--- src/rtl/word_split_32_pkg.sv ---
// Shared definitions for the word splitter.
//   state_e      : FSM state encoding (StIdle=0, StSendLo=1, StSendHi=2)
//   DefaultHalfW : default width of one output half
package word_split_32_pkg;

  localparam int unsigned DefaultHalfW = 16;

  typedef enum logic [1:0] {
    StIdle   = 2'd0,
    StSendLo = 2'd1,
    StSendHi = 2'd2
  } state_e;

endpackage

--- src/rtl/word_split_fsm.sv ---
// Control FSM for the word splitter: state register, next-state and handshake logic.
// Ports:
//   clk, rst_n : clock, synchronous active-low reset
//   in_valid   : upstream offers a word
//   out_ready  : downstream takes the presented half
//   in_ready   : a word can be accepted this cycle
//   accept     : in_valid & in_ready, loads the word register
//   state      : current state, drives the output mux in the top
module word_split_fsm
  import word_split_32_pkg::*;
(
  input  logic   clk,
  input  logic   rst_n,
  input  logic   in_valid,
  input  logic   out_ready,
  output logic   in_ready,
  output logic   accept,
  output state_e state
);

  state_e state_q;

  // Idle always takes a word; SendHi takes the next one as the upper half leaves,
  // which gives one half per cycle when streaming.
  assign in_ready = (state_q == StIdle) | ((state_q == StSendHi) & out_ready);
  assign accept   = in_valid & in_ready;
  assign state    = state_q;

  always_ff @(posedge clk) begin
    if (!rst_n) begin
      state_q <= StIdle;
    end else begin
      unique case (state_q)
        StIdle: begin
          if (in_valid) state_q <= StSendLo;
        end
        StSendLo: begin
          if (out_ready) state_q <= StSendHi;
        end
        StSendHi: begin
          if (out_ready) state_q <= in_valid ? StSendLo : StIdle;
        end
        default: state_q <= StIdle;
      endcase
    end
  end

endmodule

--- src/rtl/word_split_32.sv ---
// Splits each 2*HALF_W-bit input word into two HALF_W-bit halves, lower half first.
// Optional feature macro: WORD_SPLIT_PARITY_EN adds out_par (even parity of out_data).
// Ports:
//   clk, rst_n          : clock, synchronous active-low reset
//   in_valid/in_ready   : word handshake, in_data is the offered word
//   out_valid/out_ready : half handshake, out_data is the half, out_last marks the upper half
//   out_par             : XOR of out_data (WORD_SPLIT_PARITY_EN only)
module word_split_32
  import word_split_32_pkg::*;
#(
  parameter int unsigned HALF_W = DefaultHalfW
) (
  input  logic                clk,
  input  logic                rst_n,
  input  logic                in_valid,
  input  logic [2*HALF_W-1:0] in_data,
  output logic                in_ready,
  output logic                out_valid,
  output logic [HALF_W-1:0]   out_data,
  output logic                out_last,
  input  logic                out_ready
`ifdef WORD_SPLIT_PARITY_EN
  ,
  output logic                out_par
`endif
);

  localparam int unsigned WordW = 2 * HALF_W;

  logic [WordW-1:0] word_q;
  state_e           state;
  logic             accept;

  word_split_fsm u_fsm (
    .clk       (clk),
    .rst_n     (rst_n),
    .in_valid  (in_valid),
    .out_ready (out_ready),
    .in_ready  (in_ready),
    .accept    (accept),
    .state     (state)
  );

  // Only loads on acceptance, so the word holds through any stall.
  always_ff @(posedge clk) begin
    if (!rst_n) begin
      word_q <= '0;
    end else if (accept) begin
      word_q <= in_data;
    end
  end

  always_comb begin
    out_valid = 1'b0;
    out_last  = 1'b0;
    out_data  = '0;
    unique case (state)
      StIdle: ;
      StSendLo: begin
        out_valid = 1'b1;
        out_data  = word_q[HALF_W-1:0];
      end
      StSendHi: begin
        out_valid = 1'b1;
        out_last  = 1'b1;
        out_data  = word_q[WordW-1:HALF_W];
      end
      default: ;
    endcase
  end

`ifdef WORD_SPLIT_PARITY_EN
  assign out_par = ^out_data;
`endif

endmodule

--- config.mk ---
export PLATFORM = sky130hd
export DESIGN_NAME = word_split_32
export DESIGN_NICKNAME = d
export VERILOG_FILES = /design/src/rtl/word_split_32_pkg.sv /design/src/rtl/word_split_fsm.sv /design/src/rtl/word_split_32.sv
export SDC_FILE = /design/constraint.sdc
export NUM_CORES = 1
export LEC_CHECK = 0
export CAP_MARGIN = 25
export CORE_ASPECT_RATIO = 1.5
export CORE_UTILIZATION = 49
export CTS_CLUSTER_SIZE = 12
export DETAILED_ROUTE_END_ITERATION = 8
export PLACE_DENSITY = 0.82
export SKIP_CTS_REPAIR_TIMING = 1
export SLEW_MARGIN = 20
export SYNTH_ARGS = -nofsm -noshare
export SYNTH_HDL_FRONTEND = slang
export SYNTH_SLANG_ARGS = --single-unit
--- constraint.sdc ---
create_clock -name clk -period 2.7 [get_ports clk]
set_input_delay 0.405 -clock clk [delete_from_list [all_inputs] [get_ports clk]]
set_output_delay 0.405 -clock clk [all_outputs]
set_load 0.01 [all_outputs]
### Word-level counts from Yosys, hierarchy flattened

Cells that the tools add are included.

* register bits: 34
* input port bits: 36
* logic and storage cells: 21

* mux-type cells: 8
* bitwise logic cells: 3
* eq/ne operators: 5
* reduce and logical (&&, ||, !) cells: 3

Operators with widths (count)
* $pmux 16 s2: 1
* $mux 2: 3
* $ne 2x2->1 const B: 3
* $pmux 2 s3: 1
* $mux 1: 3
* $reduce_and 3->1: 1
* $and 1x1->1: 2
* $eq 2x1->1 const B: 1
* $eq 2x2->1 const B: 1
* $logic_not 2->1: 1
* $reduce_or 2->1: 1
* $or 1x1->1: 1

### Depth between registers and ports, before layout

* depth after elaboration: 4
* mapped depth: 7

### Cells and area by module

From an unflattened synthesis, not the netlist that was laid out.

* cell total of the unflattened synthesis: 157
* area total of the unflattened synthesis: 1597.8 um^2

By module, submodules not included
* word_split_32: area each 1498.9 um^2, instances 1, cells an instance 146
* word_split_fsm: area each 98.8 um^2, instances 1, cells an instance 11

### Worst setup path before layout

Ideal clock, no wire load.

* path type: flip-flop to output port
* start: register u_fsm.state_q[0] (netlist: u_fsm.state[0])
* end: output out_data[0]
* setup slack: 0.848 ns
* data required time: 2.295 ns
* arrival time: 1.447 ns
* stages on the path, launching flop included: 7
* cell sequence: dfxtp_1 > inv_1 > ha_1 > clkbuf_1 > clkbuf_1 > a22oi_1 > nor2b_1

* word-level cells in the longest chain between the ends: 2

Ends and longest elaborated chain
* from (decl): RTL line word_split_fsm.sv:21 `state_e state_q;`
* from (signal assigned): RTL line word_split_fsm.sv:31 `state_q <= StIdle;`
* from (signal assigned): RTL line word_split_fsm.sv:35 `if (in_valid) state_q <= StSendLo;`
* from (signal assigned): RTL line word_split_fsm.sv:38 `if (out_ready) state_q <= StSendHi;`
* $eq 2x2->1 / $eq 2x1->1 (equally long branches): RTL line word_split_32.sv:57 `unique case (state)`
* $pmux 16 s2 *: RTL line word_split_32.sv:57
* to (decl): RTL line word_split_32.sv:19 `output logic [HALF_W-1:0] out_data,`

Every way passes the cells marked *; elsewhere a longest branch is shown, timed or not.

### Worst setup path after layout

* start: register u_fsm.state_q[0] (netlist: u_fsm.state[0])
* end: output out_data[6]

Same word-level chain as after synthesis.

==> flow_metrics.env <==
export IMPL_max_freq_mhz=403
export IMPL_drive_gt1_frac=0.0569
export IMPL_ir_drop_v=0.000660
export IMPL_clkLatencyLatePin_ps=280
export IMPL_r2r_cells=5
export IMPL_crit_path_top_delay_cell="clkdlybuf4s50_1"
export IMPL_clkSinkCount=34
export IMPL_endpoint_kind="output pin"
export IMPL_layout_common_cells="nand2_1 (67), clkdlybuf4s50_1 (53), mux2i_1 (34), dfxtp_1 (34)"
export IMPL_power_internal_uw=1260
export IMPL_r2r_slack_ps=1020
export IMPL_r2r_end="word_q[23]"
export IMPL_cts_tree="yes"
export IMPL_cts_root_buf="clkbuf_8"
export IMPL_dr_first_iter_drc_count=52
export IMPL_ys_warnings_count=0
export IMPL_nets=288
export IMPL_die_area_sq_mm=0.00380
export IMPL_routed_via_density=5.23
export IMPL_p_per_area_mw_per_mm2=786
export IMPL_mostFrequentLayoutCell="nand2_1"
export IMPL_syn2layout_area_growth_pct=34.7
export IMPL_drcViolationCount=0
export IMPL_clkTransAtPathRegs_ps=70
export IMPL_overflow=0
export IMPL_avgRoutedWirePerCell_um=13.4
export IMPL_num_io_pins=55
export IMPL_yosysSeqAreaShare=0.391
export IMPL_start_kind="flip-flop"
export IMPL_ys_ff_latch=34
export IMPL_status="finished, final reports clean"
export IMPL_crit_path_cell_trace="inv_1, ha_2, nor2b_1, clkdlybuf4s50_1"
export IMPL_track_usage=0.220
export IMPL_fp_dieH_um=75.0
export IMPL_netSwitchingFraction=0.318
export IMPL_holdPathEnd="word_q[19]"
export IMPL_worst_slew_pin_slew_ps=558
export IMPL_reg2reg_from="u_fsm.state[0]"
export IMPL_port_buffers=54
export IMPL_row_count=26
export IMPL_p_seq_frac=0.360
export IMPL_avgSynthCellArea_sq_um=8.79
export IMPL_dr_pass1_iters=6
export IMPL_cp_arrival_ps=2070
export IMPL_grt_pass1_vias=1461
export IMPL_fin_skew_ps=2.10
export IMPL_fin_crit_ps=2480
export IMPL_worstHoldStart="word_q[19]"
export IMPL_critPathMaxStageDelay_ps=560
export IMPL_rsz0062_at_grt="no"
export IMPL_start_util=0.514
export IMPL_gp_congestion=0.710
export IMPL_post_route_period_util=0.918
export IMPL_hold_depth=2
export IMPL_hp_class="flip-flop to flip-flop"
export IMPL_cts_buffers=5
export IMPL_slew_headroom=0.628
export IMPL_switchingPower_uw=586
export IMPL_core_sq_mm=0.00338
export IMPL_place_area_sq_mm=0.00223
export IMPL_routed_wl_um=3860
export IMPL_design_area_sq_mm=0.00234
export IMPL_grt_max_degree=39
export IMPL_hpwl_um=2570
export IMPL_finalSetupTns_ps=0
export IMPL_synth_cell_types=18
export IMPL_cts_buffer_depth=2
export IMPL_n_antenna_cell=0
export IMPL_cp_max_fo=17
export IMPL_synth_area_sq_mm=0.00174
export IMPL_cts_max_level=2
export IMPL_fp_dieW_um=50.7
export IMPL_hold_viol_final=0
export IMPL_antenna_found_initial=0
export IMPL_final_core_util=0.693
export IMPL_critical_path_class="flip-flop to output pin"
export IMPL_power_frac_comb=0.384
export IMPL_num_vias=1505
export IMPL_clock_power_share=0.256
export IMPL_postRouteAntennaNets=0
export IMPL_cap_viol_max_count=0
export IMPL_drv_slew=0
export IMPL_setup_viol=0
export IMPL_syn_inst=198
export IMPL_cp_required_ps=2300
export IMPL_leakagePower_uw=0.000920
export IMPL_grt_pass1_wl_um=6210
export IMPL_synth_nets=240
-- registers in the layout, indices dropped and copies added, names as in the netlist --
register / count
word_q: 32
u_fsm.state: 2
-- kinds of logic after synthesis --
group           after synthesis  synth area share
simple gates                 86             0.214
buf+inv                      19            0.0762
mux                          34             0.196
compound gates               19            0.0798
flops                        34             0.391
fa+ha+maj                     6            0.0431
-- power by group through the flow --
stage,logic (uW),clock network (uW),registers [uW]
after floorplan,557,0,655
after global placement,689,0,667
after detailed placement,699,0,673
after CTS,704,478,663
after global routing,766,506,674
final,707,472,663
-- metrics by stage --
step	setup slack, ps	instances	power, uW	hold slack [ps]
5_1_grt	111	288	1950	473
2_1_floorplan	848	198	1210	434
3_3_place_gp	473	281	1360	442
3_5_place_dp	420	281	1370	446
4_1_cts	91.5	288	1840	458
6_report	221	288	1840	455
-- per-layer routing --
metal  global-route usage  vias to the layer above  part of all wire
met1                0.231                      723              0.39
met2                0.421                       32              0.56
met5                    0                        -                 0
li1                     -                      744                 -
met4               0.0710                        0             0.011
met3               0.0566                        6             0.038
-- worst max path at each step --
stage	slack, ps	from	to	cells past startpoint
after floorplan	850	u_fsm.state[0]	out_data[0]	6
after global placement	470	u_fsm.state[0]	out_data[11]	4
after detailed placement	420	u_fsm.state[0]	out_data[11]	4
after CTS	90	u_fsm.state[0]	out_data[6]	4
after global routing	110	u_fsm.state[0]	out_data[13]	4
final	220	u_fsm.state[0]	out_data[6]	4
-- worst max-delay path: cells and delay by family (launching register included) --
kind | cells | cell delay, ps
DFF | 1 | 410
adders and majority gates | 1 | 500
buffers and inverters | 2 | 670
and+or+nand+nor | 1 | 210
-- synthesized netlist by cell type --
cell type | number | area, sq um
and2_4 | 1 | 8.76
o22ai_1 | 1 | 6.26
ha_1 | 6 | 75.1
a21o_1 | 1 | 7.51
buf_12 | 3 | 60.1
inv_1 | 3 | 11.3
nand2_1 | 67 | 251
buf_4 | 1 | 7.51
or3b_2 | 1 | 8.76
buf_2 | 1 | 5.00
buf_6 | 1 | 11.3
a22oi_1 | 16 | 120
nor2_1 | 1 | 3.75
dfxtp_1 | 34 | 681
clkbuf_1 | 10 | 37.5
a21oi_1 | 1 | 5.00
nor2b_1 | 16 | 100
mux2i_1 | 34 | 340
-- layout make-up --
type	instances	area, sq um
well taps	42	52.6
flip-flops and latches	34	681
repair buffers	57	558
multi-input cells	145	930
clock inverters	1	30.0
inverters	3	11.3
clock buffers	6	82.6
fillers	292	1040
(Power assumes the default switching activity.)
==> variant 1, RTL diff (same settings) <==
Encoding of `state_e`: now one-hot (3 bits for 3 states).
--- a/src/rtl/word_split_32_pkg.sv
+++ b/src/rtl/word_split_32_pkg.sv
@@ -6,8 +6,8 @@
   localparam int unsigned DefaultHalfW = 16;
 
-  typedef enum logic [1:0] {
-    StIdle   = 2'd0,
-    StSendLo = 2'd1,
-    StSendHi = 2'd2
+  typedef enum logic [2:0] {
+    StIdle   = 3'b001,
+    StSendLo = 3'b010,
+    StSendHi = 3'b100
   } state_e;
 
Check against the original RTL: same outputs for any inputs over 10 cycles, from zero or initial values and one cycle with rst_n low; not proved beyond that.
==> variant 1 against the original RTL <==
First-iteration DRC count is 19% higher. Count of clock-buffer cells in the layout unchanged. Wire length rose by 29%. Global-route usage increased by 2.6 points. Cell area grew 12%. Sequential cell count grew 1. Area after synthesis rose by 15%. Critical path type unchanged. Worst setup slack better by 0.058 ns.
Power is not compared: it rests on default switching activity, and its combinational part moved more than twofold at a synthesized area within 25%.
==> variant 1: results (changes against the original RTL) <==
[status]
status=finished, final reports clean

[place]
post-place-cells=305  ; +8.5%
dpl-instance-area_um2=2510  ; +13%
dp_slack_ns=0.512  ; +0.0916 ns
gp_congestion=0.766  ; +7.9%
dp_hpwl_mm=2.98  ; +16%

[synthesis]
synth_cell_types=25  ; +7
synth_compound_area_frac=0.286  ; +0.206
synth.net_count=260  ; +8.3%
synth_mux_area_frac=0  ; -0.196
ys_seq_area_frac=0.349  ; -0.0420
synth_area_leaders=dfxtp_1 (35%), o211ai_2 (19%), nand4_1 (10%)
synth_adder_area_share=0  ; -0.0431
synthTopCellsByCount=dfxtp_1 (35), inv_1 (33), nand3_1 (32), nand4_1 (32), o211ai_2 (30)
syn_area_per_cell_um2=8.96  ; +1.9%
synthXorXnorAreaFrac=0  ; unchanged

[worst_hold_path]
holdCritPathClass=input pin to flop

[routing]
first_pass_iters=4  ; -2
via_count=1872  ; +24%
wl_per_cell_um=16.0  ; +19%
viasPerCell=6.00  ; +15%
drt_iter0_drc=62  ; +19%

[timing]
worst_pin_slew_ns=0.609  ; +0.0511 ns
fin_worst_skew_ns=0.00428  ; +0.00218 ns
fin_ws_ns=0.279  ; +0.0582 ns

[setup_path]
crit_type=flop to output port
ff2ff_setup_slack_ns=0.92  ; -0.10 ns
ff2ff_path_depth=3  ; -2
cp_max_fo=18  ; +1
arrival_ns=2.02  ; -0.05 ns
cp_slowest_stage_delay_ns=0.54  ; -0.02 ns
endpoint=out_data[12]
slowest_stage=clkdlybuf4s50_1
worstReg2RegEnd=word_q[10]
r2r_start=u_fsm.state[2]

[global_routing]
grt_pass1_wl_mm=7.93  ; +28%
track_usage=0.245  ; +0.0257
antenna_found_initial=0  ; unchanged
grt_pass1_vias=1666  ; +14%
grt_start_max_net_pins=67  ; +72%

[power]
p_leak_nw=1.13
peakVddDrop_uv=459

[cells_and_area]
nets=303  ; +5.2%

## variant 1: cell count changes in the layout (fill, tap and decap cells not counted), moves of 3 or more
cell | unedited run | this run
mux2i_1 | 34 | 0
buf_4 | 3 | 6
nor2b_1 | 16 | 1
inv_1 | 3 | 33
nand3_1 | 0 | 32
ha_1 | 5 | 0
nand2_1 | 67 | 0
o211ai_2 | 0 | 30
nand4_1 | 0 | 32
a22o_1 | 0 | 16
a22oi_1 | 16 | 0
## variant 1: worst max-delay path, delay by kind of cell (launching register included)
kind            cells  cell delay [ns]
buf+inv             2             0.79
flops               1             0.51
simple gates        2             0.24
compound gates      1             0.18
## variant 1: layout make-up
class | count | area, µm²
clock inverter | 1 | 30.0
clock buffer | 6 | 72.6
fill | 323 | 1310
sequential | 35 | 701
tap | 45 | 56.3
multi-input combinational | 132 | 1050
inverter | 33 | 124
timing repair buffer | 60 | 581
## variant 1: routing by layer
metal / vias to the layer above / wire [µm] / global-route usage
met4: 0 / 57 / 0.0692
met3: 6 / 274 / 0.0511
met1: 894 / 2110 / 0.339
li1: 911 / - / -
met2: 61 / 2540 / 0.377
met5: - / 0 / 0
## variant 1: worst min-delay path by stage
| stage | end | depth (start not counted) | slack, ns | startpoint |
|---|---|---|---|---|
| 2_1_floorplan | word_q[31] | 2 | 0.48 | word_q[31] |
| 3_3_place_gp | word_q[25] | 2 | 0.50 | word_q[25] |
| 3_5_place_dp | word_q[9] | 2 | 0.51 | word_q[9] |
| 4_1_cts | u_fsm.state[2] | 3 | 0.41 | rst_n |
| 5_1_grt | u_fsm.state[2] | 3 | 0.41 | rst_n |
| 6_report | u_fsm.state[2] | 3 | 0.42 | rst_n |
==> variant 2, RTL diff (config.mk and constraints unchanged) <==
Without the edit above. `DefaultHalfW`: 16 -> 8.
--- a/src/rtl/word_split_32_pkg.sv
+++ b/src/rtl/word_split_32_pkg.sv
@@ -4,5 +4,5 @@
 package word_split_32_pkg;
 
-  localparam int unsigned DefaultHalfW = 16;
+  localparam int unsigned DefaultHalfW = 8;
 
   typedef enum logic [1:0] {
Ports: changed (resized in_data and out_data); port bits go from 55 to 31. No check against the original RTL was run, so the function may have changed too.
==> variant 2 against the original RTL <==
Area after synthesis shrank 45%. Cell area down 46%. Combinational power decreased by 39%. Wire length shrank 48%. Sequential cell count is 16 lower. Non-clock buffer count decreased by 26. Utilization fell by 0.20 points. Clock skew barely moved. Worst setup slack improved by 0.069 ns. Power shrank 50%. Critical path type unchanged. Largest power group unchanged. Highest routed layer unchanged.
==> variant 2: results (changes against the original RTL) <==
[status]
status=finished, final reports clean

[power]
p_switching_w=0.000326  ; -44%
p_per_area_nw_per_um2=730  ; -7.0%
p_leak_nw=0.507  ; -45%
peakVddDrop_uv=531  ; -20%
p_clk_w=0.000134  ; -72%
powerComb_w=0.000429  ; -39%

[synthesis]
synth_adder_area_share=0.0778  ; +0.0347
synth.net_count=136  ; -43%
synth_compound_area_frac=0.0817  ; +0.00191
synthCells=110  ; -44%
synth_cell_types=17  ; -1
synth_mux_area_frac=0.187  ; -0.00877
synthTopCellsByCount=nand2_1 (35), dfxtp_1 (18), mux2i_1 (18), a22oi_1 (8), nor2b_1 (8)
ys_seq_area_frac=0.374  ; -0.0175
synth_area_leaders=dfxtp_1 (37%), mux2i_1 (19%), nand2_1 (14%)

[place]
post-place-cells=154  ; -45%
dp_hpwl_mm=1.44  ; -44%
gp_congestion=0.720  ; +1.3%
io_buffers=30  ; -44%

[global_routing]
met2_usage=0.373  ; -0.0479
track_usage=0.212  ; -0.00771
grt_pass1_vias=826  ; -43%
grt_pass1_wl_mm=3.33  ; -46%
grt_start_max_net_pins=37  ; -5.1%
met1_usage=0.234  ; +0.00242

[setup_path]
ff2ff_setup_slack_ns=1.23  ; +0.21 ns

[routing]
drt_iter0_drc=11  ; -79%
viasPerCell=5.31  ; +1.5%
route.met3.wl_um=105  ; -28%
routed-wl-met2_mm=1.04  ; -52%
drt-met1-wl_um=832  ; -45%
wl_per_cell_um=12.8  ; -4.5%
drt_wl_total_mm=2.01  ; -48%

[timing]
worst_pin_slew_ns=0.344  ; -0.214 ns
fin_worst_skew_ns=0.00218  ; +0.0000796 ns

[clocking]
cts_root_buf=clkbuf_4
cts-buffers-inserted=3  ; -2

[cells_and_area]
drive_gt1_frac=0.0441  ; -0.0128
nets=164  ; -43%
fillers=160  ; -45%
largest_register_ffs=16  ; -50%

[worst_hold_path]
hp-start=word_q[11]

[variant 2: per-stage QoR]
stage | setup WS, ns | util | area, µm² | hold slack, ns
4_1_cts | 0.283 | 0.691 | 1260 | 0.469
6_report | 0.289 | 0.691 | 1260 | 0.469
5_1_grt | 0.163 | 0.691 | 1260 | 0.494
3_5_place_dp | 0.626 | 0.679 | 1240 | 0.456
3_3_place_gp | 0.677 | 0.679 | 1240 | 0.443
2_1_floorplan | 1.13 | - | 965 | 0.434
[variant 2: final cells by class]
type	instances	area (µm²)	area share
clock buffers	3	22.5	0.0178
well taps	21	26.3	0.0208
multi-input cells	81	537	0.424
inverters	3	11.3	0.00890
flip-flops and latches	18	360	0.285
repair buffers	31	308	0.243
[variant 2: critical path: cells and delay by family (launching register included)]
kind                     cells  cell delay (ns)
adder cells (fa/ha/maj)      1             0.45
buffers and inverters        2             0.66
flip-flops                   1             0.43
AND/OR/NAND/NOR              1             0.18
